===== config.mk =====
export PLATFORM = sky130hd
export DESIGN_NAME = efuse_macro_rsp
export DESIGN_NICKNAME = d
export VERILOG_FILES = /design/src/rtl/efuse_pkg.sv /design/src/rtl/efuse_pulse_meter.sv /design/src/rtl/efuse_macro_rsp.sv
export SDC_FILE = /design/constraint.sdc
export NUM_CORES = 1
export LEC_CHECK = 0
export CAP_MARGIN = 25
export CORE_UTILIZATION = 50
export DETAILED_ROUTE_END_ITERATION = 16
export PLACE_DENSITY = 0.81
export SYNTH_ARGS = -nofsm -noshare
export SYNTH_HDL_FRONTEND = slang
export SYNTH_SLANG_ARGS = --single-unit
export TNS_END_PERCENT = 10

===== constraint.sdc =====
create_clock -name clk -period 4.05 [get_ports clk]
set_input_delay 1.215 -clock clk [delete_from_list [all_inputs] [get_ports clk]]
set_output_delay 1.215 -clock clk [all_outputs]
set_load 0.01 [all_outputs]

===== src/rtl/efuse_pkg.sv =====
// Shared types and constants for the eFuse macro responder.
package efuse_pkg;

  localparam int EFUSE_BITS  = 256;
  localparam int EFUSE_BYTES = 32;
  localparam int VIOL_W      = 5;
  localparam int HLEN_W      = 10;
  localparam int LCNT_W      = 4;

  localparam int VIOL_CONFLICT = 0;
  localparam int VIOL_NOEN     = 1;
  localparam int VIOL_ADDR     = 2;
  localparam int VIOL_SHORT    = 3;
  localparam int VIOL_LOW      = 4;

  typedef enum logic [2:0] {IDLE, RD_EN, RD_PULSE, PG_EN, PG_PULSE} rsp_state_t;

  // Byte indices past the array read back as zero.
  function automatic logic [7:0] fuse_byte(input logic [EFUSE_BITS-1:0] bits,
                                           input logic [7:0]            idx);
    logic [7:0] b;
    b = 8'h00;
    if (idx[7:5] == 3'd0) b = bits[{idx[4:0], 3'b000} +: 8];
    return b;
  endfunction

endpackage


===== src/rtl/efuse_pulse_meter.sv =====
// aen edge detection plus saturating high-length and low-length counters.
module efuse_pulse_meter
  import efuse_pkg::*;
(
  input  logic              clk,
  input  logic              rst_n,
  input  logic              aen_i,
  input  logic              restart_i,
  output logic              rise_o,
  output logic              fall_o,
  output logic [HLEN_W-1:0] hlen_o,
  output logic [LCNT_W-1:0] lcnt_o
);

  logic              aen_q;
  logic [HLEN_W-1:0] hlen_q, hlen_d, hlen_inc;
  logic [LCNT_W-1:0] lcnt_q, lcnt_d;

  assign rise_o = aen_i & ~aen_q;
  assign fall_o = ~aen_i & aen_q;

  // hlen_o counts the current high cycle; on the fall cycle it holds the pulse length.
  always_comb begin
    hlen_inc = rise_o ? HLEN_W'(1) : ((&hlen_q) ? hlen_q : hlen_q + 1'b1);
    hlen_d   = aen_i ? hlen_inc : hlen_q;
    lcnt_d   = lcnt_q;
    if (aen_i)                    lcnt_d = '0;
    else if (fall_o || restart_i) lcnt_d = LCNT_W'(1);
    else if (!(&lcnt_q))          lcnt_d = lcnt_q + 1'b1;
  end

  assign hlen_o = aen_i ? hlen_inc : hlen_q;
  assign lcnt_o = lcnt_q;

  always_ff @(posedge clk or negedge rst_n) begin
    if (!rst_n) begin
      aen_q  <= 1'b0;
      hlen_q <= '0;
      lcnt_q <= '0;
    end else begin
      aen_q  <= aen_i;
      hlen_q <= hlen_d;
      lcnt_q <= lcnt_d;
    end
  end

endmodule


===== src/rtl/efuse_macro_rsp.sv =====
// Cycle-accurate responder for the 256-bit eFuse macro interface.
// Define EFUSE_RSP_BLOW_CNT_EN to build the newly-blown-bit counter; otherwise blow_cnt is 0.
//   state    | meaning
//   IDLE     | no enable, or pgmen/rden conflict
//   RD_EN    | read mode, waiting for aen rise
//   RD_PULSE | read strobe high
//   PG_EN    | program mode, waiting for aen rise
//   PG_PULSE | program strobe high
module efuse_macro_rsp
  import efuse_pkg::*;
#(
  parameter int unsigned            TRD_MIN  = 3,
  parameter int unsigned            TPGM_MIN = 8,
  parameter int unsigned            TLOW_MIN = 2,
  parameter logic [EFUSE_BITS-1:0]  INIT_VAL = '0
) (
  input  logic                  clk,
  input  logic                  rst_n,
  input  logic                  efuse_pgmen,
  input  logic                  efuse_rden,
  input  logic                  efuse_aen,
  input  logic [7:0]            efuse_addr,
  output logic [7:0]            efuse_d,
  output logic [EFUSE_BITS-1:0] fuse_bits,
  output logic [VIOL_W-1:0]     viol,
  input  logic                  viol_clr,
  output logic [8:0]            blow_cnt
);

  localparam logic [HLEN_W-1:0] TRD_VALID = HLEN_W'(TRD_MIN);
  localparam logic [HLEN_W-1:0] TRD_OK    = HLEN_W'(TRD_MIN + 1);
  localparam logic [HLEN_W-1:0] TPGM_OK   = HLEN_W'(TPGM_MIN);
  localparam logic [LCNT_W-1:0] TLOW_OK   = LCNT_W'(TLOW_MIN);

  rsp_state_t            state_q, state_d;
  logic [7:0]            addr_q, addr_d, rd_addr;
  logic                  addr_bad_q, addr_bad_d;
  logic                  low_bad_q, low_bad_d;
  logic [7:0]            d_q, d_d;
  logic [EFUSE_BITS-1:0] fuse_q, fuse_d;
  logic [VIOL_W-1:0]     viol_q, viol_d, viol_set;
  logic                  blow, conflict, in_pulse;
  logic                  rise, fall;
  logic [HLEN_W-1:0]     hlen;
  logic [LCNT_W-1:0]     lcnt;

  efuse_pulse_meter u_meter (
    .clk       (clk),
    .rst_n     (rst_n),
    .aen_i     (efuse_aen),
    .restart_i (state_q == IDLE),
    .rise_o    (rise),
    .fall_o    (fall),
    .hlen_o    (hlen),
    .lcnt_o    (lcnt)
  );

  assign conflict = efuse_pgmen & efuse_rden;
  assign in_pulse = (state_q == RD_PULSE) || (state_q == PG_PULSE);

  always_comb begin
    state_d    = state_q;
    addr_d     = addr_q;
    addr_bad_d = addr_bad_q;
    low_bad_d  = low_bad_q;
    viol_set   = '0;
    blow       = 1'b0;

    if (conflict) viol_set[VIOL_CONFLICT] = 1'b1;
    if (efuse_aen && !efuse_pgmen && !efuse_rden) viol_set[VIOL_NOEN] = 1'b1;
    if (in_pulse && efuse_aen && (efuse_addr != addr_q)) begin
      viol_set[VIOL_ADDR] = 1'b1;
      addr_bad_d          = 1'b1;
    end

    if (conflict) begin
      state_d = IDLE;
    end else begin
      case (state_q)
        IDLE: begin
          if (efuse_rden)       state_d = RD_EN;
          else if (efuse_pgmen) state_d = PG_EN;
        end
        RD_EN, PG_EN: begin
          if ((state_q == RD_EN) ? !efuse_rden : !efuse_pgmen) begin
            state_d = IDLE;
          end else if (rise) begin
            state_d    = (state_q == RD_EN) ? RD_PULSE : PG_PULSE;
            addr_d     = efuse_addr;
            addr_bad_d = 1'b0;
            low_bad_d  = (lcnt < TLOW_OK);
            if (lcnt < TLOW_OK) viol_set[VIOL_LOW] = 1'b1;
          end
        end
        RD_PULSE: begin
          if (!efuse_rden) begin
            state_d              = IDLE;
            viol_set[VIOL_SHORT] = 1'b1;
          end else if (fall) begin
            state_d = RD_EN;
            if (hlen < TRD_OK) viol_set[VIOL_SHORT] = 1'b1;
          end
        end
        PG_PULSE: begin
          if (!efuse_pgmen) begin
            state_d              = IDLE;
            viol_set[VIOL_SHORT] = 1'b1;
          end else if (fall) begin
            state_d = PG_EN;
            if (hlen < TPGM_OK)               viol_set[VIOL_SHORT] = 1'b1;
            else if (!addr_bad_q && !low_bad_q) blow = 1'b1;
          end
        end
        default: state_d = IDLE;
      endcase
    end
  end

  // Read data follows the next state so it drops to zero as soon as the pulse ends or aborts.
  always_comb begin
    rd_addr = rise ? efuse_addr : addr_q;
    d_d     = 8'h00;
    if ((state_d == RD_PULSE) && (hlen >= TRD_VALID)) d_d = fuse_byte(fuse_q, rd_addr);
  end

  always_comb begin
    fuse_d = fuse_q;
    if (blow) fuse_d[addr_q] = 1'b1;
    viol_d = (viol_clr ? '0 : viol_q) | viol_set;
  end

  always_ff @(posedge clk or negedge rst_n) begin
    if (!rst_n) begin
      state_q    <= IDLE;
      addr_q     <= '0;
      addr_bad_q <= 1'b0;
      low_bad_q  <= 1'b0;
      d_q        <= '0;
      fuse_q     <= INIT_VAL;
      viol_q     <= '0;
    end else begin
      state_q    <= state_d;
      addr_q     <= addr_d;
      addr_bad_q <= addr_bad_d;
      low_bad_q  <= low_bad_d;
      d_q        <= d_d;
      fuse_q     <= fuse_d;
      viol_q     <= viol_d;
    end
  end

`ifdef EFUSE_RSP_BLOW_CNT_EN
  logic [8:0] cnt_q, cnt_d;

  always_comb begin
    cnt_d = cnt_q;
    if (blow && !fuse_q[addr_q] && (cnt_q != 9'd256)) cnt_d = cnt_q + 9'd1;
  end

  always_ff @(posedge clk or negedge rst_n) begin
    if (!rst_n) cnt_q <= '0;
    else        cnt_q <= cnt_d;
  end

  assign blow_cnt = cnt_q;
`else
  assign blow_cnt = 9'd0;
`endif

  assign efuse_d   = d_q;
  assign fuse_bits = fuse_q;
  assign viol      = viol_q;

endmodule


==> run metrics, run 1 <==
pwr dens=about 400 nW/um^2; CTS tree=built; Antenna Cells=0; Final Net Count=1854; Layout area overhead=26.6%; top post-synthesis cells by count=297 x dfrtp_1, 257 x a41o_1, 195 x mux2i_1; CP Max Fanout=13; sequential-to-total area share from yosys stat=~44%; area share of the largest cell type after synthesis=44.1%; required time of the worst setup path=4440 ps; chip height=186 um; clk sinks=297; max-cap viol count=0; Final Non-Filler Cells=2299; first drt pass iteration count=6; DP HPWL=about 40 mm; switching part of the total=35.6%; slowest stage delay, CP=710 ps; antenna viol nets, final=0; Hold Crit Depth=2; register share of total power=38.2%; Buffers on Ports=between 200 and 300; Std-Cell Rows=66; storage element area=7440 sq um; Tightest Pin Transition=1050 ps; H-tree depth=2; Post-synth top flop=dfrtp_1; Final Max Tran Viols=0; routability cong.=0.944; area of the multi-input gates=8520 sq um; CP cell instances=clkdlybuf4s50_1, nand2b_2, a31oi_4, nor3_1, o41ai_1, nand2_1, nor4_1; Post-CTS Setup Inserts=0; CP Launch Type=input port; initial antenna violation count=1; vias in the first global route=15000; Placed Instances=2244; post-synthesis cell area=16800 sq um; Cells after Synth=1619; area leader, netlist=dfrtp_1; layout cell share with drive strength beyond 1=8.89%; filler cell count=2608; Min-Delay Path Class=reg2reg; status=finished clean; RSZ-0062 raised after global routing=no; Peak VDD IR=approximately 240 uV; Cell Int Power=0.00552 W; Final Cell Area=21300 sq um; Total Wirelength=61.3 mm; first-pass GRT wire length=91.8 mm; #FFs+latches synth=297; Util after Layout=64.9%; reg2reg start=addr_q[1]; most area-consuming cells after synthesis=dfrtp_1 44%, a41o_1 15%, mux2i_1 12%; IO Count=292; total grt overflow=0; syn_area_per_cell=around 10 sq um; R2R setup slack=740 ps; Final setup viols=0; count leader, synth=dfrtp_1; Clock transition at path regs=60 ps; GRT Resource Usage Total=35.2%; Inserted Clock Buffers=34; hold wc startpoint=viol[4]; overall power=between 0.008 and 0.009 W; placed cell area=20300 sq um; Max Freq=252 MHz; First DRT Iteration DRCs=1807; EDFF count, synth=0; Layout Skew=about 21 ps; Initial Util=between 50 and 60%; post-route minimum period=around 4000 ps; CTS-repair resized insts=0; pin count of the biggest net entering global routing=119; hold buffers post-CTS=0; Clock Path Buffers=3; FFs w/ async S/R, synth=100%; clock group share of total power=34.7%; Crit Path Class=in2reg; logic gate share of total power=between 20% and 30%; DR WL/cell=26.7 um; Hold EP=viol[4]; Hold Vio Cnt, Final=0; die area=34400 sq um; YS warnings=0; path depth of the worst reg2reg path=7; via count=15900; drc violations=0; worst rel slew slack=29.7%; Reg-to-Reg End=efuse_d[3]; Clk Latency, worst-skew pair=520 ps; Yosys cell types=61; vias per std cell=6.91; CP max-delay cell=o41ai_1; static leakage=11.2 nW; arrival time at the worst endpoint=4350 ps; crit end category=flop; core area=32900 sq um; Final period util=just under 100%; Root Buffer Master=clkbuf_16; Chip Width=~190 um; P_sw=a little over 0.003 W
-- final cells by class --
type	count	share of cell area, %
multi-input combinational	1131	39.9
inverter	9	0.158
clock inverter	7	0.323
tap	442	2.59
sequential	297	34.9
clock buffer	48	4.66
timing repair buffer	365	17.4
-- metal layers --
metal  up-vias  GRT usage [%]  wire, um
met5         -              0         8
met4         2           16.1      2690
met3       182           7.98      7150
met2      1092           51.4     27000
met1      7865           49.5     24400
li1       6743              -         -
-- per-stage QoR --
step | worst slack, ps | hold slack (ps) | setup TNS, ps
2_1_floorplan | 1140 | 445 | 0
3_3_place_gp | -130 | 474 | -276
3_5_place_dp | -162 | 478 | -465
4_1_cts | 284 | 491 | 0
5_1_grt | 41.1 | 517 | 0
6_report | 88.1 | 487 | 0
-- cells in the final DEF (no fill, tap or decap), types with 7 or more instances in the layout --
| master | instances |
|---|---|
| dfrtp_1 | 296 |
| clkdlybuf4s50_1 | 280 |
| a41o_1 | 257 |
| mux2i_1 | 195 |
| nor2_1 | 166 |
| nor3_1 | 76 |
| a21oi_1 | 73 |
| nor2b_1 | 66 |
| a211oi_1 | 65 |
| buf_4 | 58 |
| clkbuf_16 | 35 |
| o22ai_1 | 33 |
| nand2_1 | 28 |
| buf_12 | 20 |
| o41ai_1 | 18 |
| o21a_1 | 16 |
| nand2b_1 | 13 |
| nor4_1 | 10 |
| inv_1 | 9 |
| xnor2_1 | 9 |
| conb_1 | 9 |
| o21ai_0 | 8 |
| nor3_2 | 8 |
| mux2_2 | 8 |
| clkbuf_8 | 7 |
-- sequential cells by signal, indices dropped and copies added, names as in the netlist --
register,flops
fuse_bits,256
efuse_d,8
u_meter.hlen_q,10
addr_bad_q,1
state_q,3
u_meter.aen_q,1
addr_q,8
low_bad_q,1
u_meter.lcnt_o,4
viol,5
-- power groups by stage --
stage | combinational (W) | sequential (W) | clock, W
3_3_place_gp | 0.00218 | 0.00331 | 0
3_5_place_dp | 0.00223 | 0.00332 | 0
6_report | 0.00232 | 0.00328 | 0.00298
4_1_cts | 0.00224 | 0.00327 | 0.00301
2_1_floorplan | 0.00150 | 0.00312 | 0
5_1_grt | 0.00240 | 0.00329 | 0.00312
-- kinds of logic (layout without fill, tap and decap cells) --
family / after synthesis / after routing / synth area share, %
multiplexers: 203 / 203 / 12.1
AND/OR/NAND/NOR: 410 / 410 / 12.1
AO/OA/AOI/OAI: 498 / 498 / 24.9
buffers and inverters: 199 / 429 / 6.16
XOR/XNOR: 9 / 9 / 0.468
adder cells (fa/ha/maj): 2 / 2 / 0.149
other: 1 / 9 / 0.0223
flip-flops: 297 / 297 / 44.1
-- worst max path at each step --
stage                               to      start
after floorplan           fuse_bits[0]  efuse_aen
after global placement      efuse_d[1]  efuse_aen
after detailed placement    efuse_d[3]  efuse_aen
after CTS                   efuse_d[3]  efuse_aen
after global routing        efuse_d[3]  efuse_aen
final                       efuse_d[3]  efuse_aen
-- critical path, delay by kind of cell --
kind / cells / cell delay [ps]
buf+inv: 1 / 680
compound gates: 2 / 1350
simple gates: 4 / 1090
Power figures use the tool's default switching activity.
==> run 2: changes to the inputs <==
--- a/config.mk
+++ b/config.mk
@@ -5,6 +5,7 @@
 export SDC_FILE = /design/constraint.sdc
 export NUM_CORES = 1
 export LEC_CHECK = 0
+export ABC_CLOCK_PERIOD_IN_PS = 4050
 export CAP_MARGIN = 25
 export CORE_UTILIZATION = 50
 export DETAILED_ROUTE_END_ITERATION = 16
==> results of run 2 <==
Same layout as run 1: the final DEF is identical, and so are final timing and power.
